$ cat config.mk
export PLATFORM = sky130hd
export DESIGN_NAME = add_sched_flat
export DESIGN_NICKNAME = d
export VERILOG_FILES = /design/src/rtl/add_sched_pkg.sv /design/src/rtl/add_sched_if.sv /design/src/rtl/add_core.sv /design/src/rtl/add_sched.sv /design/src/flat_wrapper.sv
export SDC_FILE = /design/constraint.sdc
export NUM_CORES = 1
export LEC_CHECK = 0
export CORE_UTILIZATION = 40
export CTS_CLUSTER_DIAMETER = 80
export DETAILED_ROUTE_END_ITERATION = 12
export GPL_TIMING_DRIVEN = 0
export PLACE_DENSITY = 0.74
export SLEW_MARGIN = 20
export SYNTH_ARGS = -nofsm -noshare
export SYNTH_HDL_FRONTEND = slang
export SYNTH_HIERARCHICAL = 1
export SYNTH_SLANG_ARGS = --single-unit
$ cat constraint.sdc
create_clock -name clk -period 5.87 [get_ports clk]
set_input_delay 0.587 -clock clk [delete_from_list [all_inputs] [get_ports clk]]
set_output_delay 0.587 -clock clk [all_outputs]
set_load 0.05 [all_outputs]
$ cat src/rtl/add_sched_pkg.sv
// Shared types and defaults for the round-robin add scheduler.
// Imported by the interface, the scheduler and its testbench.
package add_sched_pkg;

  localparam int WIDTH_DEF = 6;
  localparam int NREQ_DEF  = 4;

  typedef enum logic [1:0] {
    IDLE,
    ADD,
    DONE
  } state_t;

  function automatic int idw(input int n);
    return (n > 1) ? $clog2(n) : 1;
  endfunction

endpackage

$ cat src/rtl/add_sched_if.sv
// Request/result bundle between requesters, consumer and add_sched.
// master = requester/consumer side, slave = scheduler side.
interface add_sched_if
  import add_sched_pkg::*;
#(
  parameter int WIDTH = WIDTH_DEF,
  parameter int NREQ  = NREQ_DEF
) ();

  localparam int IDW = idw(NREQ);

  logic [NREQ-1:0]       req;
  logic [NREQ*WIDTH-1:0] a_in;
  logic [NREQ*WIDTH-1:0] b_in;
  logic [NREQ-1:0]       gnt;
  logic                  res_valid;
  logic                  res_ready;
  logic [WIDTH-1:0]      res_sum;
  logic                  res_overflow;
  logic [IDW-1:0]        res_id;

  modport master (
    output req, a_in, b_in, res_ready,
    input  gnt, res_valid, res_sum,
    input  res_overflow, res_id
  );

  modport slave (
    input  req, a_in, b_in, res_ready,
    output gnt, res_valid, res_sum,
    output res_overflow, res_id
  );

endinterface

$ cat src/rtl/add_core.sv
// Combinational WIDTH-bit ripple-carry adder built from full-adder cells.
// Carry-in is fixed at zero.
module add_core #(
  parameter int WIDTH = 6
) (
  input  logic [WIDTH-1:0] a,
  input  logic [WIDTH-1:0] b,
  output logic [WIDTH-1:0] sum,
  output logic             co
);

  logic [WIDTH:0] c;

  assign c[0] = 1'b0;

  for (genvar i = 0; i < WIDTH; i++) begin : g_fa
    assign sum[i]  = a[i] ^ b[i] ^ c[i];
    assign c[i+1]  = (a[i] & b[i])
                   | (c[i] & (a[i] ^ b[i]));
  end

  assign co = c[WIDTH];

endmodule

$ cat src/rtl/add_sched.sv
// Round-robin scheduler feeding one shared adder.
// Grants one requester per IDLE visit, holds the result until accepted.
module add_sched
  import add_sched_pkg::*;
#(
  parameter int WIDTH = WIDTH_DEF,
  parameter int NREQ  = NREQ_DEF
) (
  input  logic clk,
  input  logic rst_n,
  add_sched_if.slave bus
);

  localparam int IDW = idw(NREQ);

  state_t           state;
  state_t           nxt;
  logic [IDW-1:0]   ptr;
  logic [IDW-1:0]   win;
  logic             found;
  logic             grant;
  logic             load;
  logic             accept;
  logic [WIDTH-1:0] sel_a;
  logic [WIDTH-1:0] sel_b;
  logic [WIDTH-1:0] op_a;
  logic [WIDTH-1:0] op_b;
  logic [WIDTH-1:0] sum;
  logic             co;
  logic [NREQ-1:0]  gnt_q;
  logic             valid_q;
  logic [WIDTH-1:0] sum_q;
  logic             ovf_q;
  logic [IDW-1:0]   id_q;

  // First asserted request at or above ptr, wrapping.
  always_comb begin
    found = 1'b0;
    win   = '0;
    for (int i = 0; i < NREQ; i++) begin
      if (!found && bus.req[(int'(ptr) + i) % NREQ]) begin
        found = 1'b1;
        win   = IDW'((int'(ptr) + i) % NREQ);
      end
    end
  end

  assign sel_a = bus.a_in[int'(win)*WIDTH +: WIDTH];
  assign sel_b = bus.b_in[int'(win)*WIDTH +: WIDTH];

  always_ff @(posedge clk or negedge rst_n) begin
    if (!rst_n) state <= IDLE;
    else        state <= nxt;
  end

  always_comb begin
    nxt    = state;
    grant  = 1'b0;
    load   = 1'b0;
    accept = 1'b0;
    unique case (state)
      IDLE: begin
        if (found) begin
          grant = 1'b1;
          nxt   = ADD;
        end
      end
      ADD: begin
        load = 1'b1;
        nxt  = DONE;
      end
      DONE: begin
        if (bus.res_ready) begin
          accept = 1'b1;
          nxt    = IDLE;
        end
      end
      default: nxt = IDLE;
    endcase
  end

  always_ff @(posedge clk or negedge rst_n) begin
    if (!rst_n) begin
      ptr     <= '0;
      gnt_q   <= '0;
      op_a    <= '0;
      op_b    <= '0;
      id_q    <= '0;
      sum_q   <= '0;
      ovf_q   <= 1'b0;
      valid_q <= 1'b0;
    end else begin
      gnt_q <= '0;
      if (grant) begin
        gnt_q[win] <= 1'b1;
        op_a       <= sel_a;
        op_b       <= sel_b;
        id_q       <= win;
        ptr        <= (win == IDW'(NREQ-1))
                    ? '0 : win + 1'b1;
      end
      if (load) begin
        sum_q   <= sum;
        ovf_q   <= co;
        valid_q <= 1'b1;
      end
      if (accept) valid_q <= 1'b0;
    end
  end

  add_core #(
    .WIDTH(WIDTH)
  ) u_add (
    .a   (op_a),
    .b   (op_b),
    .sum (sum),
    .co  (co)
  );

  assign bus.gnt          = gnt_q;
  assign bus.res_valid    = valid_q;
  assign bus.res_sum      = sum_q;
  assign bus.res_overflow = ovf_q;
  assign bus.res_id       = id_q;

endmodule

$ cat src/flat_wrapper.sv
// flat-port wrapper written by rule: the top's interface ports become plain ports
module add_sched_flat import add_sched_pkg::*;
#(
  parameter int WIDTH = WIDTH_DEF,
  parameter int NREQ  = NREQ_DEF
)
  (clk, rst_n, bus_req, bus_a_in, bus_b_in, bus_res_ready, bus_gnt, bus_res_valid, bus_res_sum, bus_res_overflow, bus_res_id);
  add_sched_if #(.WIDTH(WIDTH), .NREQ(NREQ)) bus_i ();
  input  logic clk;
  input  logic rst_n;
  input wire logic [$bits(bus_i.req)-1:0] bus_req;
  input wire logic [$bits(bus_i.a_in)-1:0] bus_a_in;
  input wire logic [$bits(bus_i.b_in)-1:0] bus_b_in;
  input wire logic [$bits(bus_i.res_ready)-1:0] bus_res_ready;
  output wire logic [$bits(bus_i.gnt)-1:0] bus_gnt;
  output wire logic [$bits(bus_i.res_valid)-1:0] bus_res_valid;
  output wire logic [$bits(bus_i.res_sum)-1:0] bus_res_sum;
  output wire logic [$bits(bus_i.res_overflow)-1:0] bus_res_overflow;
  output wire logic [$bits(bus_i.res_id)-1:0] bus_res_id;
  assign bus_i.req = bus_req;
  assign bus_i.a_in = bus_a_in;
  assign bus_i.b_in = bus_b_in;
  assign bus_i.res_ready = bus_res_ready;
  assign bus_gnt = bus_i.gnt;
  assign bus_res_valid = bus_i.res_valid;
  assign bus_res_sum = bus_i.res_sum;
  assign bus_res_overflow = bus_i.res_overflow;
  assign bus_res_id = bus_i.res_id;
  add_sched #(.WIDTH(WIDTH), .NREQ(NREQ)) u_core (.clk(clk), .rst_n(rst_n), .bus(bus_i));
endmodule
==> flow_summary.ini <==
[run_status]
status = finished, final reports clean

[timing]
period_minus_slack_ns = 2.73
slew_viol_final = 0
max_freq_mhz = 366
final.setup_skew_ns = 0.00292
finalSetupViolations = 0
rsz0062_at_grt = no
slew_headroom = 0.569
hold_viol_final = 0
period_share = 0.465
fin_setup_tns_ns = 0
hold_slack_ns = 0.335
setup_ws_ns = 3.14
worst_pin_slew_ns = 0.646

[detailed_routing]
num_vias = 1376
drc = 0
dr_wl_met2_um = 1860
avgRoutedWirePerCell_um = 13.6
via_per_inst = 5.02
drt_pass1_iterations = 4
wl_met3_um = 272
drtAntennaViolNets = 0
drt-total-wl_um = 3730
wl_met1_um = 1570
topRoutingLayerUsed = met4
first_iter_violations = 44

[place]
hpwl_um = 2950
port_buffers = 68
pre_cts_slack_ns = 3.14
gp_congestion = 0.783
placed_area_um2 = 2400
placedCellCount = 266

[cells_and_area]
seqCellArea_um2 = 751
final_cell_mix = clkdlybuf4s50_1 (67), dfrtp_1 (30), mux2i_1 (24)
mostFrequentLayoutCell = clkdlybuf4s50_1
area_delta_synth_final_pct = 51.1
final_nets = 285
diodes = 0
final_cells = 274
finish.instance_area_um2 = 2510
multi_input_area_um2 = 774
fin_util = 0.627
fillCellCount = 320
layout-drive-gt1-share = 0.116

[cts]
clkLatencyLatePin_ns = 0.27
cts.sinks = 30
clockBufferDepth = 2
clk_root_buffer_cell = clkbuf_8
h-tree-depth = 2
cts_hold_buf = 0
clkTransAtPathRegs_ns = 0.06
cts_buffers = 5
cts_tree = yes
post_cts_resized = 0
post-cts-setup-buffers = 0

[critical_path]
cp-start-kind = register
cp_top_family = adder cells
r2r_setup_slack_ns = 3.14
crit_slowest_cell = dfrtp_1
path_buf_inv = 4
max_stage_delay_ns = 0.40
cp_data_required_time_ns = 6.09
cp.arrival_ns = 2.95
crit_type = reg2reg
end_kind = register
crit_chain = ha_1 -> inv_1 -> fa_1 -> inv_1 -> fa_1 -> fa_1 -> fa_1 -> inv_1 -> fa_1 -> inv_1 -> mux2_2
cpMostUsedCell = fa_1
critPathMaxFanout = 2

[yosys]
synth_cell_types = 27
synthSimpleGateAreaFrac = 0.0897
synth_compound_area_frac = 0.109
synth.largest_area_cell = dfrtp_1
synthXorXnorAreaFrac = 0
synthMuxAreaShare = 0.192
synth_area_leaders = dfrtp_1 (45%), mux2i_1 (14%), o221ai_1 (6.3%)
synthAdderAreaFrac = 0.0754
ys_ff_latch = 30
seq_area_frac_synth = 0.452
synth_area_um2 = 1660
avgSynthCellArea_um2 = 11.2
syn-num-nets = 210
synthCells = 148
yosysWarningCount = 6
synth_top_family_by_area = multiplexers
yosysTopAreaCellShare = 0.452

[die]
core_um2 = 4000
die_w_um = 66.4
row_count = 23
pin_count = 69
fp.dieArea_um2 = 4410
die_h_um = 66.4
start_util = 0.415

[pwr]
ir_drop_uv = 299
power_density_nw_per_um2 = 521
leakage_nw = 1.17
total_power_mw = 1.31

[global_routing]
grt_pass1_vias = 1386
grt_start_max_net_pins = 31
antenna_found_initial = 0
grt_pass1_wl_um = 6360
grt_usage = 0.198
grt-ovfl-total = 0

[job]
cap_viol_max_count = 0

[min_path]
min_path_type = in2async
## routing by layer
layer  track usage  vias to the layer above
li1              -                      660
met1         0.252                      646
met2         0.324                       66
met3        0.0603                        4
met4        0.0559                        0
met5             0                        -
## flip-flops by register name, indices dropped and copies added (netlist names)
register / flops
u_core/bus.res_overflow: 1
u_core/bus.res_sum: 6
u_core/ptr: 2
u_core/state: 2
u_core/bus.res_valid: 1
u_core/bus.res_id: 2
u_core/bus.gnt: 4
u_core/op_a: 6
u_core/op_b: 6
## cells in the mapped netlist
cell type,n
clkinv_4,1
dfrtp_1,30
buf_6,5
mux2_2,7
o221ai_1,12
nor3b_1,1
clkbuf_1,2
a211o_1,1
buf_2,1
fa_1,5
nor2b_1,1
or2_2,1
ha_1,2
nand2b_1,2
nand2_2,1
o22ai_1,1
o22a_1,1
o21ai_0,1
mux2i_1,24
a311o_1,1
a21o_1,1
nand2b_4,1
nand2_1,19
nor2_1,5
a21oi_1,6
and2_1,1
inv_1,15
## kinds of logic (layout without fill, tap and decap cells)
kind of cell               count (synthesis)  count (layout)
adders and majority gates                  7               7
and+or+nand+nor                           32              32
AOI/OAI and AO/OA                         24              24
muxes                                     31              31
DFF                                       30              30
buffers and inverters                     24             100
## layout make-up
type / instances / area share
Timing Repair Buffer: 68 / 0.269
Multi-Input combinational cell: 94 / 0.309
Tap cell: 50 / 0.0250
Buffer: 8 / 0.0274
Clock buffer: 8 / 0.0439
Inverter: 16 / 0.0259
Sequential cell: 30 / 0.299
## where the power goes
part           internal (mW)  total (mW)  switching (mW)  leakage (nW)
Clock                  0.118       0.190          0.0723        0.0575
Sequential             0.308       0.377          0.0684         0.370
Combinational          0.324       0.738           0.414         0.740
Total                  0.751        1.31           0.555          1.17
## path summary, 6_finish.rpt
path | start | end | cells past startpoint
max in group asynchronous | rst_n | u_core/op_b[3] | 1
worst max register to register | u_core/op_a[0] | u_core/bus.res_sum[5] | 11
worst max-delay path | u_core/op_a[0] | u_core/bus.res_sum[5] | 11
worst min register to register | u_core/bus.res_id[1] | u_core/bus.res_id[1] | 2
worst min-delay path | rst_n | u_core/bus.gnt[0] | 1
min in group clk | u_core/bus.res_id[1] | u_core/bus.res_id[1] | 2
Power figures use the tool's default switching activity.
